[src/rtl/mulu_x2y2_tester_pkg.sv]
// Shared definitions for the 2x2 unsigned multiplier tester.
//   - Operand/product widths of the multiplier pin interface.
//   - Tester FSM state encoding (3-bit, IDLE=0 .. DONE=4).
//   - Golden product helper used when checking each vector.
package mulu_x2y2_tester_pkg;

  localparam int X_WIDTH   = 2;
  localparam int Y_WIDTH   = 2;
  localparam int P_WIDTH   = 4;
  localparam int IDX_WIDTH = X_WIDTH + Y_WIDTH;  // one vector per operand pair
  localparam int CNT_WIDTH = 4;                  // shared settle/timeout counter
  localparam int ERR_WIDTH = 5;                  // 0..16 mismatches

  typedef enum logic [2:0] {
    ST_IDLE  = 3'd0,
    ST_DRIVE = 3'd1,
    ST_WAIT  = 3'd2,
    ST_CHECK = 3'd3,
    ST_DONE  = 3'd4
  } state_t;

  function automatic logic [P_WIDTH-1:0] golden_product(
    input logic [X_WIDTH-1:0] x,
    input logic [Y_WIDTH-1:0] y
  );
    logic [P_WIDTH-1:0] xe;
    logic [P_WIDTH-1:0] ye;
    xe = P_WIDTH'(x);
    ye = P_WIDTH'(y);
    return xe * ye;
  endfunction

endpackage

[src/rtl/mulu_x2y2_tester_if.sv]
// Pin interface between the tester (initiator) and a 2x2 unsigned multiplier.
//   x_o, y_o : operands driven by the tester
//   p_i      : product returned by the multiplier
//   rdy_i    : result-valid from the multiplier (only used when the tester
//              is built with USE_READY=1)
// master = tester side, slave = multiplier side.
interface mulu_x2y2_tester_if;
  import mulu_x2y2_tester_pkg::*;

  logic [X_WIDTH-1:0] x_o;
  logic [Y_WIDTH-1:0] y_o;
  logic [P_WIDTH-1:0] p_i;
  logic               rdy_i;

  modport master (output x_o, output y_o, input p_i, input rdy_i);
  modport slave  (input x_o, input y_o, output p_i, output rdy_i);

endinterface

[src/rtl/mulu_x2y2_tester.sv]
// Self-checking stimulus driver for a 2x2 unsigned multiplier.
// On start it walks all 16 operand pairs (x = idx[3:2], y = idx[1:0]),
// waits SETTLE_CYCLES (and optionally rdy_i, bounded by TIMEOUT), samples
// the product and compares it against the golden product.
//
// Ports:
//   clk        rising-edge clock
//   reset      asynchronous reset, active-low
//   start      one-cycle run request, honoured in IDLE or DONE
//   mul        multiplier pin interface (master side)
//   busy       run in progress (DRIVE/WAIT/CHECK)
//   done       run complete, held until next accepted start or reset
//   pass       done and no mismatches
//   err_count  mismatching vectors in the current run
//   fail_x/y   operands of the first failing vector
//   fail_p     product sampled at the first failure
module mulu_x2y2_tester
  import mulu_x2y2_tester_pkg::*;
#(
  parameter int SETTLE_CYCLES = 2,   // 1..15
  parameter int USE_READY     = 0,
  parameter int TIMEOUT       = 8    // >= SETTLE_CYCLES
) (
  input  logic                 clk,
  input  logic                 reset,
  input  logic                 start,
  mulu_x2y2_tester_if.master   mul,
  output logic                 busy,
  output logic                 done,
  output logic                 pass,
  output logic [ERR_WIDTH-1:0] err_count,
  output logic [X_WIDTH-1:0]   fail_x,
  output logic [Y_WIDTH-1:0]   fail_y,
  output logic [P_WIDTH-1:0]   fail_p
);

  localparam logic [CNT_WIDTH-1:0] SETTLE_LAST  = CNT_WIDTH'(SETTLE_CYCLES - 1);
  localparam logic [CNT_WIDTH-1:0] TIMEOUT_LAST = CNT_WIDTH'(TIMEOUT - 1);
  localparam logic [IDX_WIDTH-1:0] IDX_LAST     = '1;

  state_t               state;
  state_t               state_nx;
  logic [IDX_WIDTH-1:0] idx;
  logic [CNT_WIDTH-1:0] cnt;
  logic                 tmo_flag;
  logic                 start_run;
  logic                 set_tmo;
  logic                 mismatch;

  // Next-state logic
  always_comb begin
    state_nx  = state;
    start_run = 1'b0;
    set_tmo   = 1'b0;
    case (state)
      ST_IDLE, ST_DONE: begin
        if (start) begin
          state_nx  = ST_DRIVE;
          start_run = 1'b1;
        end
      end
      ST_DRIVE: state_nx = ST_WAIT;
      ST_WAIT: begin
        if (USE_READY == 0) begin
          if (cnt == SETTLE_LAST) state_nx = ST_CHECK;
        end else begin
          // A valid rdy after settling wins over a coincident timeout.
          if ((cnt >= SETTLE_LAST) && mul.rdy_i) begin
            state_nx = ST_CHECK;
          end else if (cnt == TIMEOUT_LAST) begin
            state_nx = ST_CHECK;
            set_tmo  = 1'b1;
          end
        end
      end
      ST_CHECK: state_nx = (idx == IDX_LAST) ? ST_DONE : ST_DRIVE;
      default:  state_nx = ST_IDLE;
    endcase
  end

  always_ff @(posedge clk or negedge reset) begin
    if (!reset) state <= ST_IDLE;
    else        state <= state_nx;
  end

  // Operands hold the current vector, so they double as the golden inputs.
  assign mismatch = tmo_flag || (mul.p_i != golden_product(mul.x_o, mul.y_o));

  always_ff @(posedge clk or negedge reset) begin
    if (!reset) begin
      idx       <= '0;
      cnt       <= '0;
      tmo_flag  <= 1'b0;
      mul.x_o   <= '0;
      mul.y_o   <= '0;
      done      <= 1'b0;
      err_count <= '0;
      fail_x    <= '0;
      fail_y    <= '0;
      fail_p    <= '0;
    end else begin
      case (state)
        ST_IDLE, ST_DONE: begin
          if (start_run) begin
            idx       <= '0;
            done      <= 1'b0;
            err_count <= '0;
            fail_x    <= '0;
            fail_y    <= '0;
            fail_p    <= '0;
          end
        end
        ST_DRIVE: begin
          mul.x_o  <= idx[IDX_WIDTH-1 -: X_WIDTH];
          mul.y_o  <= idx[Y_WIDTH-1:0];
          cnt      <= '0;
          tmo_flag <= 1'b0;
        end
        ST_WAIT: begin
          cnt <= cnt + 1'b1;
          if (set_tmo) tmo_flag <= 1'b1;
        end
        ST_CHECK: begin
          if (mismatch) begin
            err_count <= err_count + 1'b1;
            if (err_count == '0) begin
              fail_x <= mul.x_o;
              fail_y <= mul.y_o;
              fail_p <= mul.p_i;
            end
          end
          if (idx == IDX_LAST) done <= 1'b1;
          else                 idx  <= idx + 1'b1;
        end
        default: ;
      endcase
    end
  end

  assign busy = (state == ST_DRIVE) || (state == ST_WAIT) || (state == ST_CHECK);
  assign pass = done && (err_count == '0);

endmodule

[src/flat_wrapper.sv]
// flat-port wrapper written by rule: the top's interface ports become plain ports
module mulu_x2y2_tester_flat import mulu_x2y2_tester_pkg::*;
#(
  parameter int SETTLE_CYCLES = 2,           
  parameter int USE_READY     = 0,
  parameter int TIMEOUT       = 8                       
)
  (clk, reset, start, busy, done, pass, err_count, fail_x, fail_y, fail_p, mul_x_o, mul_y_o, mul_p_i, mul_rdy_i);
  mulu_x2y2_tester_if mul_i ();
  input  logic clk;
  input  logic reset;
  input  logic start;
  output logic busy;
  output logic done;
  output logic pass;
  output logic [ERR_WIDTH-1:0] err_count;
  output logic [X_WIDTH-1:0] fail_x;
  output logic [Y_WIDTH-1:0] fail_y;
  output logic [P_WIDTH-1:0] fail_p;
  output wire logic [$bits(mul_i.x_o)-1:0] mul_x_o;
  output wire logic [$bits(mul_i.y_o)-1:0] mul_y_o;
  input wire logic [$bits(mul_i.p_i)-1:0] mul_p_i;
  input wire logic [$bits(mul_i.rdy_i)-1:0] mul_rdy_i;
  assign mul_x_o = mul_i.x_o;
  assign mul_y_o = mul_i.y_o;
  assign mul_i.p_i = mul_p_i;
  assign mul_i.rdy_i = mul_rdy_i;
  mulu_x2y2_tester #(.SETTLE_CYCLES(SETTLE_CYCLES), .USE_READY(USE_READY), .TIMEOUT(TIMEOUT)) u_core (.clk(clk), .reset(reset), .start(start), .mul(mul_i), .busy(busy), .done(done), .pass(pass), .err_count(err_count), .fail_x(fail_x), .fail_y(fail_y), .fail_p(fail_p));
endmodule
[config.mk]
export PLATFORM = sky130hd
export DESIGN_NAME = mulu_x2y2_tester_flat
export DESIGN_NICKNAME = d
export VERILOG_FILES = /design/src/rtl/mulu_x2y2_tester_pkg.sv /design/src/rtl/mulu_x2y2_tester_if.sv /design/src/rtl/mulu_x2y2_tester.sv /design/src/flat_wrapper.sv
export SDC_FILE = /design/constraint.sdc
export NUM_CORES = 1
export LEC_CHECK = 0
export CAP_MARGIN = 0
export CORE_AREA = 2 2 58 60
export DETAILED_ROUTE_END_ITERATION = 6
export DIE_AREA = 0 0 60 62
export PLACE_DENSITY = 0.87
export SLEW_MARGIN = 20
export SYNTH_ARGS = -nofsm -noshare
export SYNTH_HDL_FRONTEND = slang
export SYNTH_SLANG_ARGS = --single-unit
[constraint.sdc]
create_clock -name clk -period 2.5 [get_ports clk]
set_input_delay 0.375 -clock clk [delete_from_list [all_inputs] [get_ports clk]]
set_output_delay 0.375 -clock clk [all_outputs]
set_load 0.005 [all_outputs]
==> results of run 1 <==
[cells in the final DEF (no fill, tap or decap), types with 2 or more instances in the layout]
cell,count
o211ai_1,2
ha_1,7
o21ai_0,10
inv_1,5
nor3_1,4
nor4_1,2
and3_1,3
clkbuf_8,2
clkdlybuf4s50_1,26
nand2_1,9
buf_4,4
a21o_1,3
nand3_1,6
xnor2_1,4
clkbuf_4,5
a22o_1,8
a21oi_1,8
nor2_1,7
and2_1,3
o21ai_2,2
dfrtp_1,29
mux2_2,4
[power breakdown]
| part | total (mW) | internal (mW) | switching (mW) |
|---|---|---|---|
| Sequential | 0.823 | 0.617 | 0.206 |
| Combinational | 0.855 | 0.463 | 0.392 |
| Clock | 0.326 | 0.163 | 0.164 |
[routing by layer]
metal,GRT usage [%],wire length [µm],vias to the layer above
met4,9.52,70,0
met2,38.2,1690,58
met3,5.59,214,10
met5,0,0,-
met1,23.5,1360,607
li1,-,-,598
[critical path, stage by stage (launching register included)]
cell             delay (ps)
dfrtp_1                 410
inv_1                    80
ha_1                    150
or4b_4                  500
nor2_2                  110
clkdlybuf4s50_1         510
[cell usage after synthesis]
master / n
a21oi_1: 8
xnor2_1: 4
nor3b_1: 1
dfrtp_1: 29
o211ai_1: 2
o21ai_0: 10
nor4b_1: 1
a32oi_1: 1
a32o_1: 1
mux2_2: 4
o2111a_1: 1
and3b_1: 1
buf_1: 1
nand3b_4: 1
o41ai_1: 1
nand4_1: 1
nor4_1: 2
buf_4: 1
or3b_2: 1
nor3_1: 4
xor2_1: 1
and3_1: 3
nor3_4: 1
a41oi_1: 1
inv_1: 5
ha_1: 7
nor2_1: 8
o21ai_2: 2
o31ai_1: 1
nand3_1: 6
or4_1: 1
clkbuf_1: 2
buf_2: 2
or4b_4: 1
a22oi_1: 1
a21o_1: 3
nand2_1: 9
a22o_1: 8
and2_1: 3
inv_2: 1
and4b_1: 1
o2111ai_1: 1
or2_1: 1
[sequential cells by signal, summed over array words and instances, names as in the netlist]
name	cells
u_core.err_count	5
u_core.cnt	4
u_core.fail_p	4
u_core.idx	4
u_core.state	3
u_core.fail_x	2
u_core.fail_y	2
u_core.mul.x_o	2
u_core.mul.y_o	2
u_core.done	1
[kinds of logic after synthesis]
logic type	Yosys count
simple gates	46
compound gates	41
flops	29
fa+ha+maj	7
mux	4
buf+inv	12
xor+xnor	5
[cell type report]
cell class / instances / area [µm²]
tap: 46 / 57.6
sequential: 29 / 726
clock buffer: 7 / 65.1
multi-input combinational: 103 / 743
inverter: 6 / 22.5
timing repair buffer: 30 / 290
fill: 262 / 1270
clock inverter: 1 / 5.00
[repair_timing]
action	4_1_cts	5_1_grt
resized for setup	0	1
hold endpoints to repair	0	0
endpoints found under the setup margin	1	1
buffers inserted	2	0
[through the flow]
step / utilization (%) / hold WS (ps)
CTS: 60.0 / 412
detailed placement: 57.3 / 491
global route: 60.1 / 441
global placement: 57.3 / 488
floorplan: - / 79.4
finish: 60.1 / 416
[worst max path at each step]
stage,start,to,cells after the start
6_report,u_core.err_count[0]$_DFFE_PN0P_,pass,5
5_1_grt,u_core.err_count[0]$_DFFE_PN0P_,pass,5
4_1_cts,u_core.err_count[0]$_DFFE_PN0P_,pass,5
3_5_place_dp,u_core.mul.x_o[0]$_DFFE_PN0P_,u_core.fail_p[1]$_DFFE_PN0P_,7
3_3_place_gp,u_core.err_count[0]$_DFFE_PN0P_,pass,5
2_1_floorplan,u_core.mul.y_o[1]$_DFFE_PN0P_,u_core.err_count[4]$_DFFE_PN0P_,7
==> summary.txt, run 1 <==
Status - completed
Chip Height - 62 µm
RSZ-0062 raised after global routing - false
Crit Path Category - reg2out
Final instance area - 1910 µm²
FMAX - 407 MHz
CP required - 2120 ps
Sequential area share after synthesis - 47.8%
Max_cap viols - 0
Power consumption - 2.00 mW
Max_slew headroom - 62.9%
Initial antenna violation count - 0
Via count - 1273
Drt pass-1 iters - 4
Setup crit start kind - flop
Setup tns final - 0 ps
Max Slew Vio Count - 0
Mux cell area share after synthesis - 2.97%
Clk sink count - 29
Final Critical Period - 2460 ps
Largest family of logic cells by synthesized area - compound AO/OA/AOI/OAI gates
Post-synthesis register bit count - 29
Post-CTS Hold Buffers - 0
Core area - 3180 µm²
Grt ovf - 0
Final non-filler cell total - 222
Worst Clk Skew - 11.1 ps
Largest net degree at the start of global routing - 30
Number of DRC markers in iteration 0 - 44
Clock latency on the worst-skew pair - 330 ps
I/O pin cnt - 28
CP endpoint kind - output port
Final critical-path share of the clock period - 98.2%
Clk slew on worst S/H paths - 100 ps
Simple-Gate Fraction of Synth Area - 18.3%
Max IR drop VDD - 0.000617 V
Fraction of layout cells with a size suffix above 1 - 13.6%
Area share of fa/ha/maj cells after synthesis - 5.77%
CTS tree - built
First-pass GRT wire length - 5.73 mm
N_diodes - 0
Nets - 190
Row count - 21
XOR/XNOR Fraction of Synth Area - 2.89%
Final Setup Violations - 0
Reg2reg path depth - 7
Synth unique cells - 43
Initial Util - 47.7%
Final hold viol count - 0
Vias/cell - 5.73
Drt drc - 0
Mapped Nets - 159
Synth top area share - 47.8%
Area contributors post-synth - dfrtp_1 48%, ha_1 5.8%, a22o_1 4.6%
WL per Instance - 15.0 µm
CP max FO - 3
FF-to-FF setup slack - 190 ps
PortBufs - 26
Area added between synthesis and finish - 25.8%
Worst-Margin Slew - 557 ps
CTS H-tree depth - 2
Hpwl dp - 2.38 mm
Die ar. - 3720 µm²
R2R Path End - u_core.fail_p[1]$_DFFE_PN0P_
Pleak - 0.866 nW
Reg2reg start - u_core.mul.x_o[0]$_DFFE_PN0P_
CTS root buf - clkbuf_4
Synthesized cell area - 1520 µm²
Yosys top cell by area - dfrtp_1
Post-DP Area - 1820 µm²
Worst setup margin - 44.6 ps
Synth Area in Compound Gates - 18.9%
Routed WL - 3.34 mm
CTS Buf Count - 5
Routed Antenna Nets - 0
Vias in the first global route - 1261
Hold WC Path Type - in2async
All-Layer GR Usage - 21.2%
Mapped Avg Cell Area - 10.5 µm²
Routability cong. - 0.792
PD cells - 1050 nW/µm²
Die W - 60 µm
Maximum root-to-sink buffer count - 2
Placed Instances - 212
Dpl ws - 255 ps
Syn Inst Count - 144
WP data arrival - 2080 ps
Synth Warn # - 0
Power figures use the tool's default switching activity.
==> inputs of run 2 (changes only) <==
- CTS_CLUSTER_DIAMETER: default -> 60
- SKIP_LAST_GASP: default -> 1
==> results of run 2 <==
No change in the layout: final DEF, timing and power equal those of run 1.
==> inputs of run 3 (changes only) <==
- GPL_TIMING_DRIVEN: default -> 1
==> results of run 3 <==
No change in the layout: final DEF, timing and power equal those of run 1.
